File: config.mk
export PLATFORM = sky130hd
export DESIGN_NAME = qspi_fifo_drain
export DESIGN_NICKNAME = d
export VERILOG_FILES = /design/src/rtl/qspi_fifo_drain.sv
export SDC_FILE = /design/constraint.sdc
export NUM_CORES = 1
export LEC_CHECK = 0
export BUFFER_PORTS_ARGS = -buffer_cell sky130_fd_sc_hd__buf_2
export CAP_MARGIN = 15
export CORE_ASPECT_RATIO = 1.75
export CORE_MARGIN = 1
export CORE_UTILIZATION = 45
export DETAILED_ROUTE_END_ITERATION = 8
export PLACE_DENSITY = 0.66
export SETUP_SLACK_MARGIN = 0.3
export SLEW_MARGIN = 20
export SYNTH_ARGS = -nofsm -noshare
export SYNTH_HDL_FRONTEND = slang
export SYNTH_SLANG_ARGS = --single-unit
File: constraint.sdc
create_clock -name rclk -period 3 [get_ports rclk]
set_input_delay 0.3 -clock rclk [delete_from_list [all_inputs] [get_ports rclk]]
set_output_delay 0.3 -clock rclk [all_outputs]
set_load 0.05 [all_outputs]
File: src/rtl/qspi_fifo_drain.sv
// qspi_fifo_drain: read-side consumer of an async FIFO (rclk domain).
// On start, pops word_cnt words and shifts each out MSB-first as quad-SPI
// nibbles with a self-generated mode-0 serial clock (idle low).
// Optional build macro QSPI_DRAIN_UNDERRUN_ABORT_EN: an empty FIFO at fetch
// time aborts the burst with an underrun pulse instead of waiting.
module qspi_fifo_drain #(
  parameter int DATAWIDTH = 16,
  parameter int CNTW      = 10,
  parameter int CLKDIV    = 2
) (
  input  logic                 rclk,
  input  logic                 rrstn,
  input  logic                 start,
  input  logic [CNTW-1:0]      word_cnt,
  output logic                 ren,
  input  logic [DATAWIDTH-1:0] rdata,
  input  logic                 rempty,
  output logic                 qspi_sclk,
  output logic [3:0]           qspi_io_o,
  output logic                 qspi_io_oe,
  output logic                 busy,
  output logic                 done,
  output logic                 underrun
);

  localparam int NIBS = DATAWIDTH / 4;
  localparam int NW   = $clog2(NIBS + 1);
  localparam int DIVW = (CLKDIV > 1) ? $clog2(CLKDIV) : 1;

  typedef enum logic [2:0] {
    S_IDLE  = 3'd0,
    S_FETCH = 3'd1,
    S_LOAD  = 3'd2,
    S_SHIFT = 3'd3,
    S_NEXT  = 3'd4,
    S_DONE  = 3'd5
  } state_t;

  state_t               state_q, state_d;
  logic [CNTW-1:0]      rem_q, rem_d;
  logic [DATAWIDTH-1:0] shreg_q, shreg_d;
  logic [NW-1:0]        nib_q, nib_d;
  logic [DIVW-1:0]      div_q, div_d;
  logic                 sclk_q, sclk_d;
  logic [3:0]           io_q, io_d;
  logic                 oe_q, oe_d;
  logic                 busy_q, busy_d;

  logic                 phase_end_s;
  logic                 last_nib_s;
  logic                 shift_exit_s;
  logic                 abort_s;
  logic [DATAWIDTH-1:0] shreg_nxt_s;

  assign phase_end_s  = (div_q == DIVW'(CLKDIV - 1));
  assign last_nib_s   = (nib_q == NW'(1));
  assign shift_exit_s = (state_q == S_SHIFT) && phase_end_s && sclk_q && last_nib_s;
  assign shreg_nxt_s  = shreg_q << 4;

`ifdef QSPI_DRAIN_UNDERRUN_ABORT_EN
  assign abort_s = (state_q == S_FETCH) && rempty;
`else
  assign abort_s = 1'b0;
`endif

  // State register.
  always_ff @(posedge rclk or negedge rrstn) begin
    if (!rrstn) begin
      state_q <= S_IDLE;
    end else begin
      state_q <= state_d;
    end
  end

  // Next-state logic: sequence FETCH/LOAD/SHIFT/NEXT per word.
  always_comb begin
    state_d = state_q;
    case (state_q)
      S_IDLE: begin
        if (start) begin
          if (word_cnt != '0) state_d = S_FETCH;
          else                state_d = S_DONE;
        end else begin
          state_d = S_IDLE;
        end
      end
      S_FETCH: begin
        if (!rempty) begin
          state_d = S_LOAD;
        end else begin
`ifdef QSPI_DRAIN_UNDERRUN_ABORT_EN
          state_d = S_IDLE;
`else
          state_d = S_FETCH;
`endif
        end
      end
      S_LOAD:  state_d = S_SHIFT;
      S_SHIFT: begin
        if (shift_exit_s) state_d = S_NEXT;
        else              state_d = S_SHIFT;
      end
      S_NEXT: begin
        if (rem_q == '0) state_d = S_DONE;
        else             state_d = S_FETCH;
      end
      S_DONE:  state_d = S_IDLE;
      default: state_d = S_IDLE;
    endcase
  end

  // FSM outputs: pop only while fetching with data present; done/underrun pulses.
  always_comb begin
    ren      = (state_q == S_FETCH) && !rempty;
    done     = (state_q == S_DONE) || abort_s;
    underrun = abort_s;
  end

  // Datapath next-state: word counter, shift register, sclk divider and pins.
  always_comb begin
    rem_d   = rem_q;
    shreg_d = shreg_q;
    nib_d   = nib_q;
    div_d   = div_q;
    sclk_d  = sclk_q;
    io_d    = io_q;
    oe_d    = oe_q;
    busy_d  = (state_d != S_IDLE);
    case (state_q)
      S_IDLE: begin
        if (start && (word_cnt != '0)) rem_d = word_cnt;
        else                           rem_d = rem_q;
      end
      S_LOAD: begin
        shreg_d = rdata;
        io_d    = rdata[DATAWIDTH-1 -: 4];
        nib_d   = NW'(NIBS);
        oe_d    = 1'b1;
        div_d   = '0;
        sclk_d  = 1'b0;
      end
      S_SHIFT: begin
        if (!phase_end_s) begin
          div_d = div_q + DIVW'(1);
        end else begin
          div_d = '0;
          if (!sclk_q) begin
            sclk_d = 1'b1;
          end else begin
            // Falling edge: either move to the next nibble or finish the word.
            sclk_d = 1'b0;
            if (last_nib_s) begin
              oe_d  = 1'b0;
              io_d  = 4'h0;
              rem_d = rem_q - CNTW'(1);
            end else begin
              shreg_d = shreg_nxt_s;
              io_d    = shreg_nxt_s[DATAWIDTH-1 -: 4];
              nib_d   = nib_q - NW'(1);
            end
          end
        end
      end
      default: begin
        rem_d = rem_q;
      end
    endcase
  end

  // Datapath registers; all cleared by the asynchronous reset.
  always_ff @(posedge rclk or negedge rrstn) begin
    if (!rrstn) begin
      rem_q   <= '0;
      shreg_q <= '0;
      nib_q   <= '0;
      div_q   <= '0;
      sclk_q  <= 1'b0;
      io_q    <= 4'h0;
      oe_q    <= 1'b0;
      busy_q  <= 1'b0;
    end else begin
      rem_q   <= rem_d;
      shreg_q <= shreg_d;
      nib_q   <= nib_d;
      div_q   <= div_d;
      sclk_q  <= sclk_d;
      io_q    <= io_d;
      oe_q    <= oe_d;
      busy_q  <= busy_d;
    end
  end

  assign qspi_sclk  = sclk_q;
  assign qspi_io_o  = io_q;
  assign qspi_io_oe = oe_q;
  assign busy       = busy_q;

endmodule
After elaboration in Yosys (flattened, before gate mapping)
Index checks and enable logic that the tools add are counted.
W data, S select, Z words.
- mux-type cells: 32
- $add $sub $neg: 3
- reduce and logical (&&, ||, !) cells: 17
- equality and inequality tests: 11
- operators by type and width (operator ; count):
    $mux W10 ; 4
    $mux W12 ; 3
    $pmux W12 S2 ; 1
    $mux W3 ; 7
    $pmux W10 S2 ; 1
    $pmux W3 S5 ; 1
    $mux W4 ; 3
    $logic_not A10 Y1 ; 1
    $ne A2 B2 Y1 const B ; 5
    $reduce_bool A10 Y1 ; 1
    $sub A10 B1 Y10 const B ; 1
    $pmux W4 S2 ; 1
    $reduce_and A4 Y1 ; 2
    $eq A3 B1 Y1 const B ; 2
    $eq A3 B2 Y1 const B ; 2
    $eq A3 B3 Y1 const B ; 2
    $mux W1 ; 6
    $pmux W1 S2 ; 3
    $pmux W3 S2 ; 1
    $logic_and A1 B1 Y1 ; 5
    $reduce_and A5 Y1 ; 1
    $reduce_bool A2 Y1 ; 2
    $logic_not A3 Y1 ; 1
    $reduce_and A3 Y1 ; 1
    6 further kinds ; 6
- word-level logic and storage cells: 72
- output and inout port bits: 10
- bits of input ports: 30
- bits in registers: 36

Depth between registers and ports, before layout
Gate-level depths: netlist (run 1).
- depth in word-level cells: 7
- depth in mapped cells: 7
- mapped depth without buffers: 6

Worst setup path after synthesis (run 1)
OpenSTA, ideal clock, no wires.
- path type: reg2reg
- start: register state_q[0]
- end: register state_q[1]
- data required time: 2.927 ns
- cell stages (with the launch flop): 4
- setup time: 0.073 ns
- path slack: 0.368 ns
- period minus slack after synthesis: 2.632 ns
- path buffers: 1
- data arrival time: 2.559 ns
- cells stage by stage: dfrtp_1 -> clkbuf_1 -> nor4b_1 -> or2_2
- longest elaborated chain between the ends: 6
- elaborated cells on any way between the ends: 10
- those cells by class: eq/ne (4); mux (2); reduce/logical (4)
- ends and longest elaborated chain (element ; line ; RTL):
    start: declaration ; 39 ; state_t state_q, state_d;
    start signal: assignment ; 71 ; state_q <= state_d;
    $eq A3 B2 Y1 ; 57, 78 ;
    $logic_and A1 B1 Y1 (3 in a row) ; 57 ; assign shift_exit_s = (state_q == S_SHIFT) && phase_end_s && sclk_q && last_nib_s;
    $mux W3 ; 100 ; if (shift_exit_s) state_d = S_NEXT;
    $pmux W3 S5 (*) ; 78 ; case (state_q)
    via state_d[1] ; 39 ;
The timed path passes the listed nets; every way through them passes the cells marked *.
A chain may end at the register's enable or synchronous reset.

Final worst setup path (run 1)
- start: register state_q[0]
- end: register rem_q[1]
- longest elaborated chain between the ends: 3
- elaborated cells on any way between the ends: 9
- those cells by class: eq/ne (5); mux (1); reduce/logical (3)
- ends and longest elaborated chain (element ; line ; RTL):
    $eq A3 B2 Y1 / $logic_not A3 Y1 (equally long branches) ; 129 ; case (state_q)
    $ne A2 B2 Y1 (no source line) / $reduce_bool A2 Y1 (equally long branches) ; -- ;
    $reduce_and A5 Y1 (no source line) ; -- ;
    end signal: assignment ; 182 ; rem_q <= rem_d;
    end: declaration ; 40 ; logic [CNTW-1:0] rem_q, rem_d;
Several ways; a longest one is shown, not always the timed one.

==> run metrics, run 1 <==
clock latency on the worst-skew pair=0.29 ns; core area=4111 um2; cells after synthesis=217; Hold Path Class=primary input to asynchronous set/reset pin; IO Count=40; nets@finish=284; Antenna diodes=0; Hold Slack=0.09481 ns; post-synthesis sequential area ratio=46.91%; peak fanout along the critical path=18; top cells by area, synth=dfrtp_1 47%, nand2_1 5.3%, nor2_1 5.1%; post-route ant nets=0; Synth top area share=46.91%; FFs w/ async S/R, synth=100.0%; Most Frequent Cell on Critical Path=buf_4; LEAKAGE=0.9696 nW; CP max stage delay=0.46 ns; global-route wire length before repair=6679 um; CP max stage cell=dfrtp_1; hold_buf cts=0; DR vias=1681; initial drt markers=47; Stages on worst setup path=6; reg2reg setup slack=0.87 ns; Avg Inst Size Synth=8.851 um2; CTS resizes=0; WS Path Type=flop to flop; clock root cell=clkbuf_8; Data arrival, critical path=2.30 ns; DP Wirelength=2906 um; CTS max path bufs=2; Post-synth EDFFs=0; crit path cell chain=buf_4 > and3b_1 > buf_4 > and2_1 > or2_1 > mux2_1; TritonCTS Buffers=5; Fin Setup TNS=0 ns; Max Fclk=0.4696 GHz; gr usage total=19.91%; Synth warnings=0; area grow syn2layout=17.07%; reg2reg path depth=6; die width=51.39 um; Port Buf Inserts=38; Power Density=1108 nW/um2; Max Clock Skew=0.004987 ns; fin crit period=2.129 ns; #FFs+latches synth=36; vias in the first global route=1484; Residual DRC=0; CTS sink count=36; clk slew on worst S/H paths=0.07 ns; max-slew violation count=0; DRT Pass-1 Iters=4; Post-Syn Nets=251; Startpoint Class=flop; crit path to=rem_q[1]; full die area=4543 um2; CP top delay family=simple AND/OR/NAND/NOR gates; Distinct cells, synth=42; worst rel slew slack=46.82%; initial antenna violation count=0; Detailed Route WL=4140 um; grt ovf=0; CTS tree=yes; WP buf/inv=2; max cap viols=0; vias per cell=5.603; GPL Wtd Cong=0.7966; capture point of the worst reg-to-reg path=rem_q[1]; Die Y=88.42 um; critical path data required time=3.17 ns; Initial Util=46.71%; H-tree depth=2; layout cell share with drive strength beyond 1=20.72%; period utilisation layout=70.98%; RSZ-0062 raised after global routing=false; worst reg2reg startpoint=state_q[0]; largest net degree at the start of global routing=37; Worst setup EP type=flop; WL per Instance=13.80 um; Worst-Margin Slew=0.7978 ns; Post-Syn Area=1921 um2; Peak VDD IR=710.7 uV; outcome=finished, final reports clean; fillers=424; ys flop type=dfrtp_1; post-synth top area cell=dfrtp_1; post-CTS setup buffer count=0; Rows=31; Finish-stage setup viols=0; Crit. Startpoint=state_q[0]; Final Hold Fails=0
through the flow:
step	utilization [%]	setup slack (ns)	instances	power [mW]	area, um2
finish	54.69	0.8707	300	2.491	2248
global placement	52.07	0.7873	292	2.071	2141
floorplan	-	0.3677	217	1.790	1921
global route	54.69	0.7543	300	2.682	2248
detailed placement	52.07	0.7679	292	2.086	2141
CTS	54.69	0.8796	300	2.511	2248
synthesized netlist by cell type, drive strengths merged (2+ instances only):
cell,number
clkbuf,13
a22o,4
a21oi,12
nand2,27
a21boi,2
nor4,2
ha,4
or4,2
nor3,5
a22oi,4
o31ai,3
nor2,27
nand3,2
o2bb2ai,6
o21ai,8
mux2i,2
inv,7
nor4b,3
o22ai,8
or3,3
nor2b,6
nand2b,2
dfrtp,36
buf,3
a2bb2oi,2
a31oi,10
o211ai,2
or2,2
power breakdown:
group	switching [mW]	internal, mW
logic	0.760	0.434
clock network	0.175	0.247
registers	0.169	0.706
total	1.10	1.39
sequential cells by signal, summed over array words and instances, names as in the netlist:
signal,count
state_q,3
shreg_q,12
busy,1
div_q,1
rem_q,10
qspi_io_oe,1
qspi_io_o,4
nib_q,3
qspi_sclk,1
kinds of logic (layout without fill, tap and decap cells):
group / count (synthesis) / count (layout) / synth area share [%]
AO/OA/AOI/OAI: 64 / 64 / 22.28
adder cells (fa/ha/maj): 4 / 4 / 2.606
buffers and inverters: 23 / 57 / 4.821
flip-flops: 36 / 36 / 46.91
multiplexers: 3 / 3 / 1.629
other: 1 / 1 / 0.1953
AND/OR/NAND/NOR: 86 / 86 / 21.56
cells in the final DEF, fill, tap and decap left out, types with 2 or more instances in the layout:
cell / count
buf_2: 38
clkbuf_8: 5
a22oi_1: 4
inv_1: 7
o21ai_1: 2
nor2b_1: 6
nor4_1: 2
o21ai_0: 6
o31ai_1: 3
a21boi_0: 2
nor2_1: 26
o211ai_1: 2
nor3_1: 5
nand2_1: 27
a31oi_1: 10
dfrtp_1: 36
buf_4: 4
or3_1: 3
nor4b_1: 3
a2bb2oi_1: 2
o22ai_1: 8
ha_1: 4
a22o_1: 4
o2bb2ai_1: 6
a21oi_1: 12
mux2i_1: 2
nand2b_1: 2
or4_1: 2
nand3_1: 2
layout make-up:
type | count | area [um2] | share of cell area [%]
clock buffers | 6 | 72.57 | 3.228
clock inverters | 2 | 35.03 | 1.558
inverters | 7 | 26.28 | 1.169
multi-input cells | 158 | 932.1 | 41.46
flip-flops and latches | 36 | 900.9 | 40.07
well taps | 49 | 61.31 | 2.727
repair buffers | 42 | 220.2 | 9.794
how the worst min path moves through the flow:
stage | endpoint | slack (ns)
final | qspi_io_o[1] | 0.09
after global routing | qspi_io_o[1] | 0.17
after CTS | shreg_q[7] | 0.12
after detailed placement | shreg_q[7] | 0.44
after global placement | qspi_io_o[1] | 0.44
after floorplan | busy | 0.004
worst register-to-register path: stages, from the launching register on:
cell and delay [ns]:
dfrtp_1 0.46, buf_4 0.23, and3b_1 0.17, buf_4 0.22, and2_1 0.42, or2_1 0.19, mux2_1 0.32
per-layer routing:
metal / part of all wire, % / global-route usage [%] / vias up / routed length (um)
met4: 2.0 / 9.582 / 0 / 84
li1: - / - / 845 / -
met5: 0 / 0 / - / 0
met1: 42 / 23.55 / 790 / 1758
met2: 52 / 33.41 / 40 / 2146
met3: 3.6 / 4.639 / 6 / 150
(Power assumes the default switching activity.)
==> inputs of run 2 (changes only) <==
- clock period: 3 -> 2.1 ns (I/O delays scaled with it)
==> run 2 against run 1 <==
  * Total power increased by 46%
  * Cell area rose by 4.2%
  * Die area did not move
  * Setup slack worse by 0.50 ns
  * Critical path depth down 2
  * Core utilization is 2.3 points higher
  * Non-clock buffer count grew 10
  * Maximum frequency grew 23%
  * Largest power group unchanged
==> run metrics, run 2 (synthesized netlist as in run 1, its figures left out) <==
Hold Path Class=primary input to flop (was primary input to asynchronous set/reset pin); initial antenna violation count=0 (unchanged); die width=51.39 um (unchanged); Port Buf Inserts=38 (unchanged); layout cell share with drive strength beyond 1=26.44% (was 20.72%); Startpoint Class=flop (unchanged); peak fanout along the critical path=10 (was 18); area occupied by registers=903.4 um2 (was 900.9 um2); vias in the first global route=1611 (was 1484); global-route wire length before repair=7231 um (was 6679 um); IO Count=40 (unchanged); grt ovf=0 (unchanged); CP max stage delay=0.48 ns (was 0.46 ns); clk slew on worst S/H paths=0.07 ns (about the same); TritonCTS Buffers=5 (unchanged); GPL Wtd Cong=0.8142 (was 0.7966); Final Hold Fails=0 (unchanged); commonest non-fill, non-tap cell in the layout=buf_2 (unchanged); Max Fclk=0.5793 GHz (was 0.4696 GHz); Finish-stage setup viols=0 (unchanged); WS Path Type=flop to flop (unchanged); max-slew violation count=0 (unchanged); area grow syn2layout=21.95% (was 17.07%); Crit. Startpoint=state_q[0] (unchanged); initial drt markers=27 (was 47); clock latency on the worst-skew pair=0.29 ns (about the same); Final Cell Area=2342 um2 (was 2248 um2); Placed Area=2223 um2 (was 2141 um2); max cap viols=0 (unchanged); Data arrival, critical path=1.90 ns (was 2.30 ns); CP max stage cell=dfrtp_2 (was dfrtp_1); DRT Pass-1 Iters=4 (unchanged); critical path data required time=2.27 ns (was 3.17 ns); DP Wirelength=3285 um (was 2906 um); Detailed Route WL=4448 um (was 4140 um); WL per Instance=14.35 um (was 13.80 um); post-route ant nets=0 (unchanged); NetSw=1.627 mW (was 1.104 mW); period utilisation layout=82.20% (was 70.98%); gr usage total=21.50% (was 19.91%); LEAKAGE=1.016 nW (was 0.9696 nW); Antenna diodes=0 (unchanged); worst reg2reg startpoint=state_q[0] (unchanged); H-tree depth=2 (unchanged); Flop pwr share=34.4% (was 35.1%); largest net degree at the start of global routing=22 (was 37); outcome=finished, final reports clean (unchanged); area of the multi-input gates=955.9 um2 (was 932.1 um2); full die area=4543 um2 (unchanged); CTS sink count=36 (unchanged); Rows=31 (unchanged); Clock power frac=14.5% (was 16.9%); CTS tree=yes (unchanged); pre-CTS setup slack=0.08037 ns (was 0.7679 ns); core area=4111 um2 (unchanged); Comb power frac=51.1% (was 48.0%); Residual DRC=0 (unchanged); fin crit period=1.726 ns (was 2.129 ns); clock root cell=clkbuf_8 (unchanged); Fin Setup TNS=0 ns (unchanged); most frequent cells in the layout=38 x buf_2, 34 x dfrtp_1, 27 x nand2_1, 25 x nor2_1 (was 38 x buf_2, 36 x dfrtp_1, 27 x nand2_1, 26 x nor2_1, 12 x a21oi_1); crit path cell chain=nor4b_2 > o41a_1 > or2_1 > mux2_4 (was buf_4 > and3b_1 > buf_4 > and2_1 > or2_1 > mux2_1); P_int=1.998 mW (was 1.387 mW); RSZ-0062 raised after global routing=true (was false); CTS max path bufs=2 (unchanged); DR vias=1727 (was 1681); Worst setup EP type=flop (unchanged); number of flip-flops in the largest register=12 (unchanged); vias per cell=5.571 (was 5.603); nets@finish=294 (was 284); switching share of power=44.89% (was 44.32%); hold_sp=rdata[2]; fillers=414 (was 424); Finished Core Util=56.97% (was 54.69%); Max Clock Skew=0.005421 ns (was 0.004987 ns); post-CTS setup buffer count=0 (unchanged); Power Density=1547 nW/um2 (was 1108 nW/um2); Die Y=88.42 um (unchanged); Initial Util=46.71% (unchanged); Reg with most FFs=shreg_q (unchanged); worst setup margin=0.3738 ns (was 0.8707 ns); Peak VDD IR=793.1 uV (was 710.7 uV)
==> run 2: final timing paths <==
check                      cells past startpoint  slack, ns         end
setup / recovery                               4       0.37    rem_q[1]
max in group asynchronous                      3       1.10  shreg_q[5]
min in group asynchronous                      2       0.40    rem_q[6]
setup reg to reg                               4       0.37    rem_q[1]
hold / removal                                 2       0.14  shreg_q[2]
hold reg to reg                                2       0.50  qspi_io_oe
==> run 2: power by group through the flow <==
| stage | combinational [mW] | clock (mW) | sequential (mW) |
|---|---|---|---|
| finish | 1.85 | 0.525 | 1.25 |
| global route | 2.09 | 0.556 | 1.28 |
| CTS | 1.84 | 0.541 | 1.24 |
| detailed placement | 1.84 | 0 | 1.25 |
| global placement | 1.82 | 0 | 1.25 |
| floorplan | 1.19 | 0 | 1.38 |
==> run 2: critical path: cells and delay by family (launching register included) <==
kind            cells  cell delay, ns
compound gates      1            0.33
flops               1            0.48
mux                 1            0.30
simple gates        2            0.51
==> run 2: through the flow <==
step	total power, mW	hold slack (ns)	std cells
floorplan	2.578	-0.08559	217
global placement	3.069	0.2057	301
detailed placement	3.088	0.2071	301
CTS	3.625	0.1322	310
global route	3.933	0.1383	310
finish	3.625	0.1401	310
==> run 2: what timing repair did <==
item,in CTS,in global routing
hold endpoints to repair,20,0
setup endpoints to repair,8,20
hold buffers,1,0
resized for setup,1,4
pin swaps,0,1
==> run 2: layer usage <==
layer | wire length [um] | part of all wire (%) | vias up | global-route usage (%)
met5 | 0 | 0 | - | 0
met4 | 106 | 2.4 | 0 | 11.55
met3 | 133 | 3.0 | 10 | 3.780
met2 | 2374 | 53 | 36 | 38.25
met1 | 1833 | 41 | 819 | 23.66
li1 | - | - | 862 | -
==> run 2: layout make-up <==
cell class,instances,share of cell area (%)
Timing Repair Buffer,52,12.87
Multi-Input combinational cell,158,40.81
Clock inverter,1,0.3205
Sequential cell,36,38.57
Clock buffer,7,3.686
Inverter,7,1.122
Tap cell,49,2.618
==> inputs of run 3 (changes only) <==
- ABC_AREA: not set -> 1
- PLACE_DENSITY: 0.66 -> 0.65
- clock period: 2.1 -> 1.6 ns (I/O delays scaled with it)
==> run 3 against run 2 <==
  * Synthesized cell count grew 24%
  * Largest power group unchanged
  * Clock power increased by 55%
  * Critical endpoint is now rem_q[3]
  * Area after synthesis increased by 7.2%
==> run metrics, run 3 <==
outcome=finished, final reports clean (unchanged); capture point of the worst reg-to-reg path=rem_q[3] (was rem_q[1]); Final Hold Fails=0 (unchanged); fin crit period=1.409 ns (was 1.726 ns); reg2reg path depth=10 (was 4); vias in the first global route=1874 (was 1611); Synth top area share=43.77% (was 46.91%); max-slew violation count=0 (unchanged); most frequent cell after synthesis=nand2_1 (was dfrtp_1); Finished Core Util=64.06% (was 56.97%); Power Density=2171 nW/um2 (was 1547 nW/um2); initial antenna violation count=0 (unchanged); Post-synth EDFFs=0 (unchanged); cells after synthesis=270 (was 217); Post-Layout Cell Count=388 (was 310); WL per Instance=13.41 um (was 14.35 um); CTS sink count=36 (unchanged); vias per cell=5.067 (was 5.571); Max Fclk=0.7095 GHz (was 0.5793 GHz); largest net degree at the start of global routing=29 (was 22); Finish-stage setup viols=0 (unchanged); Max Clock Skew=0.008160 ns (was 0.005421 ns); Peak VDD IR=1452 uV (was 793.1 uV); RSZ-0062 raised after global routing=true (unchanged); global-route wire length before repair=8066 um (was 7231 um); Detailed Route WL=5204 um (was 4448 um); IO Count=40 (unchanged); Post-Synth XOR/XNOR Area=0.4255% (was 0%); Placed Cells=360 (was 301); top cells by area, synth=dfrtp_1 44%, nand2_1 14%, o21ai_0 5.8% (was dfrtp_1 47%, nand2_1 5.3%, nor2_1 5.1%); nets@finish=370 (was 294); DR vias=1966 (was 1727); Port Buf Inserts=38 (unchanged); peak fanout along the critical path=7 (was 10); Rows=32 (was 31); clk slew on worst S/H paths=0.08 ns (was 0.07 ns); clock latency on the worst-skew pair=0.29 ns (about the same); post-synthesis sequential area ratio=43.77% (was 46.91%); full die area=4859 um2 (was 4543 um2); Residual DRC=0 (unchanged); crit path cell chain=inv_4 > nand2_4 > nor2_4 > buf_12 > buf_8 > buf_4 > nand2_2 > nand2_2 > nand2_1 > nand2_1 (was nor4b_2 > o41a_1 > or2_1 > mux2_4); max cap viols=0 (unchanged); Worst-Margin Slew=0.6205 ns; post-route ant nets=0 (unchanged); Post-Syn Area=2058 um2 (was 1921 um2); DP Wirelength=3503 um (was 3285 um); layout cell share with drive strength beyond 1=36.80% (was 26.44%); CP max stage delay=0.46 ns (was 0.48 ns); Worst setup EP type=flop (unchanged); main combinational cell family by area after synthesis=simple AND/OR/NAND/NOR gates (was compound AO/OA/AOI/OAI gates); critical path data required time=1.83 ns (was 2.27 ns); GPL Wtd Cong=0.8002 (was 0.8142); reg2reg setup slack=0.19 ns (was 0.37 ns); ys flop type=dfrtp_1 (unchanged); core area=4404 um2 (was 4111 um2); gr usage total=22.78% (was 21.50%); Post-Syn Nets=304 (was 251); CP max stage cell=dfrtp_2 (unchanged); hold_sp=rdata[1] (was rdata[2]); clock root cell=clkbuf_8 (unchanged); area occupied by registers=905.9 um2 (was 903.4 um2); #FFs+latches synth=36 (unchanged); H-tree depth=2 (unchanged); post-synth top area cell=dfrtp_1 (unchanged); Hold Path Class=primary input to flop (unchanged); DRT Pass-1 Iters=4 (unchanged); CTS max path bufs=2 (unchanged); Synth warnings=0 (unchanged); WS Path Type=flop to flop (unchanged); Startpoint Class=flop (unchanged); commonest non-fill, non-tap cell in the layout=nand2_1 (was buf_2); die width=53.13 um (was 51.39 um); worst reg2reg startpoint=state_q[2] (was state_q[0]); FFs w/ async S/R, synth=100.0% (unchanged); area grow syn2layout=37.08% (was 21.95%); Post-synth top cells=79 x nand2_1, 36 x dfrtp_1, 32 x inv_1, 25 x nor2_1, 24 x o21ai_0 (was 36 x dfrtp_1, 27 x nand2_1, 26 x nor2_1, 13 x clkbuf_1, 12 x a21oi_1); Antenna diodes=0 (unchanged); Avg Inst Size Synth=7.623 um2 (was 8.851 um2); worst hold endpoint=shreg_q[1] (was shreg_q[2]); WHS Path Cells=3 (was 2); Distinct cells, synth=29 (was 42); Data arrival, critical path=1.64 ns (was 1.90 ns); TritonCTS Buffers=5 (unchanged); period utilisation layout=88.09% (was 82.20%); number of flip-flops in the largest register=12 (unchanged); area of the multi-input gates=1089 um2 (was 955.9 um2); CTS tree=yes (unchanged); Initial Util=46.73% (was 46.71%); most frequent cells in the layout=68 x nand2_1, 36 x buf_2, 32 x dfrtp_1, 26 x inv_1, 20 x o21ai_1 (was 38 x buf_2, 34 x dfrtp_1, 27 x nand2_1, 25 x nor2_1); LEAKAGE=1.428 nW (was 1.016 nW); Die Y=91.47 um (was 88.42 um); Reg with most FFs=shreg_q (unchanged); Hold Slack=0.1152 ns (was 0.1401 ns); Synth Area in Compound Gates=12.83% (was 22.28%); initial drt markers=31 (was 27); Fin Setup TNS=0 ns (unchanged); worst rel slew slack=58.64%; Synth Area in Adders=2.432% (was 2.606%); fillers=391 (was 414); Synth Area in Simple Gates=30.76% (was 21.56%); grt ovf=0 (unchanged); mux share of post-synthesis cell area=0% (was 1.629%)
run 3: logic make-up (layout without fill, tap and decap cells):
kind of cell / Yosys count / after routing
fa+ha+maj: 4 / 4
flops: 36 / 36
simple gates: 138 / 138
other cells: 1 / 1
xor+xnor: 1 / 1
compound gates: 47 / 47
buf+inv: 43 / 110
run 3: layout make-up:
type                       instances  share of cell area (%)
clock buffer                       5                   2.439
timing repair buffer              68                   18.40
tap                               51                   2.262
multi-input combinational        191                   38.58
inverter                          34                   4.701
clock inverter                     3                   1.508
sequential                        36                   32.11
run 3: worst max-delay path by stage:
| stage | startpoint | endpoint | slack, ns | cells after the start |
|---|---|---|---|---|
| floorplan | state_q[0] | done | 0.25 | 2 |
| global placement | nib_q[1] | rem_q[4] | 0.13 | 9 |
| detailed placement | nib_q[1] | rem_q[3] | 0.12 | 9 |
| CTS | state_q[2] | shreg_q[6] | 0.23 | 7 |
| global route | state_q[2] | rem_q[4] | 0.08 | 9 |
| finish | state_q[2] | rem_q[3] | 0.19 | 10 |
run 3: timing repair:
action	4_1_cts	5_1_grt
gates cloned	1	1
hold buffers	1	0
endpoints found under the setup margin	33	33
endpoints found under the hold margin	26	0
pin swaps	7	13
setup buffers	8	9
resized for setup	40	20
run 3: critical path: cells and delay by family (launching register included):
kind	cells	cell delay, ns
and+or+nand+nor	6	0.42
buffers and inverters	4	0.45
DFF	1	0.46
run 3: stage by stage:
| stage | power, mW | setup slack [ns] | cell area (um2) |
|---|---|---|---|
| after detailed placement | 4.426 | 0.1241 | 2351 |
| after global routing | 6.574 | 0.08081 | 2821 |
| final | 6.126 | 0.1906 | 2821 |
| after floorplan | 3.737 | 0.2530 | 2079 |
| after global placement | 4.373 | 0.1330 | 2351 |
| after CTS | 5.645 | 0.2289 | 2658 |
run 3: power by group:
| part | switching (mW) | total, mW | internal, mW |
|---|---|---|---|
| Sequential | 0.281 | 1.63 | 1.35 |
| Combinational | 2.18 | 3.68 | 1.50 |
| Clock | 0.352 | 0.813 | 0.461 |
| Total | 2.81 | 6.13 | 3.31 |
run 3: layer usage:
metal | vias up | part of all wire [%] | track usage, %
met2 | 25 | 55 | 41.14
met3 | 10 | 1.9 | 4.020
met5 | - | 0 | 0
li1 | 998 | - | -
met1 | 933 | 40 | 24.33
met4 | 0 | 2.4 | 9.868
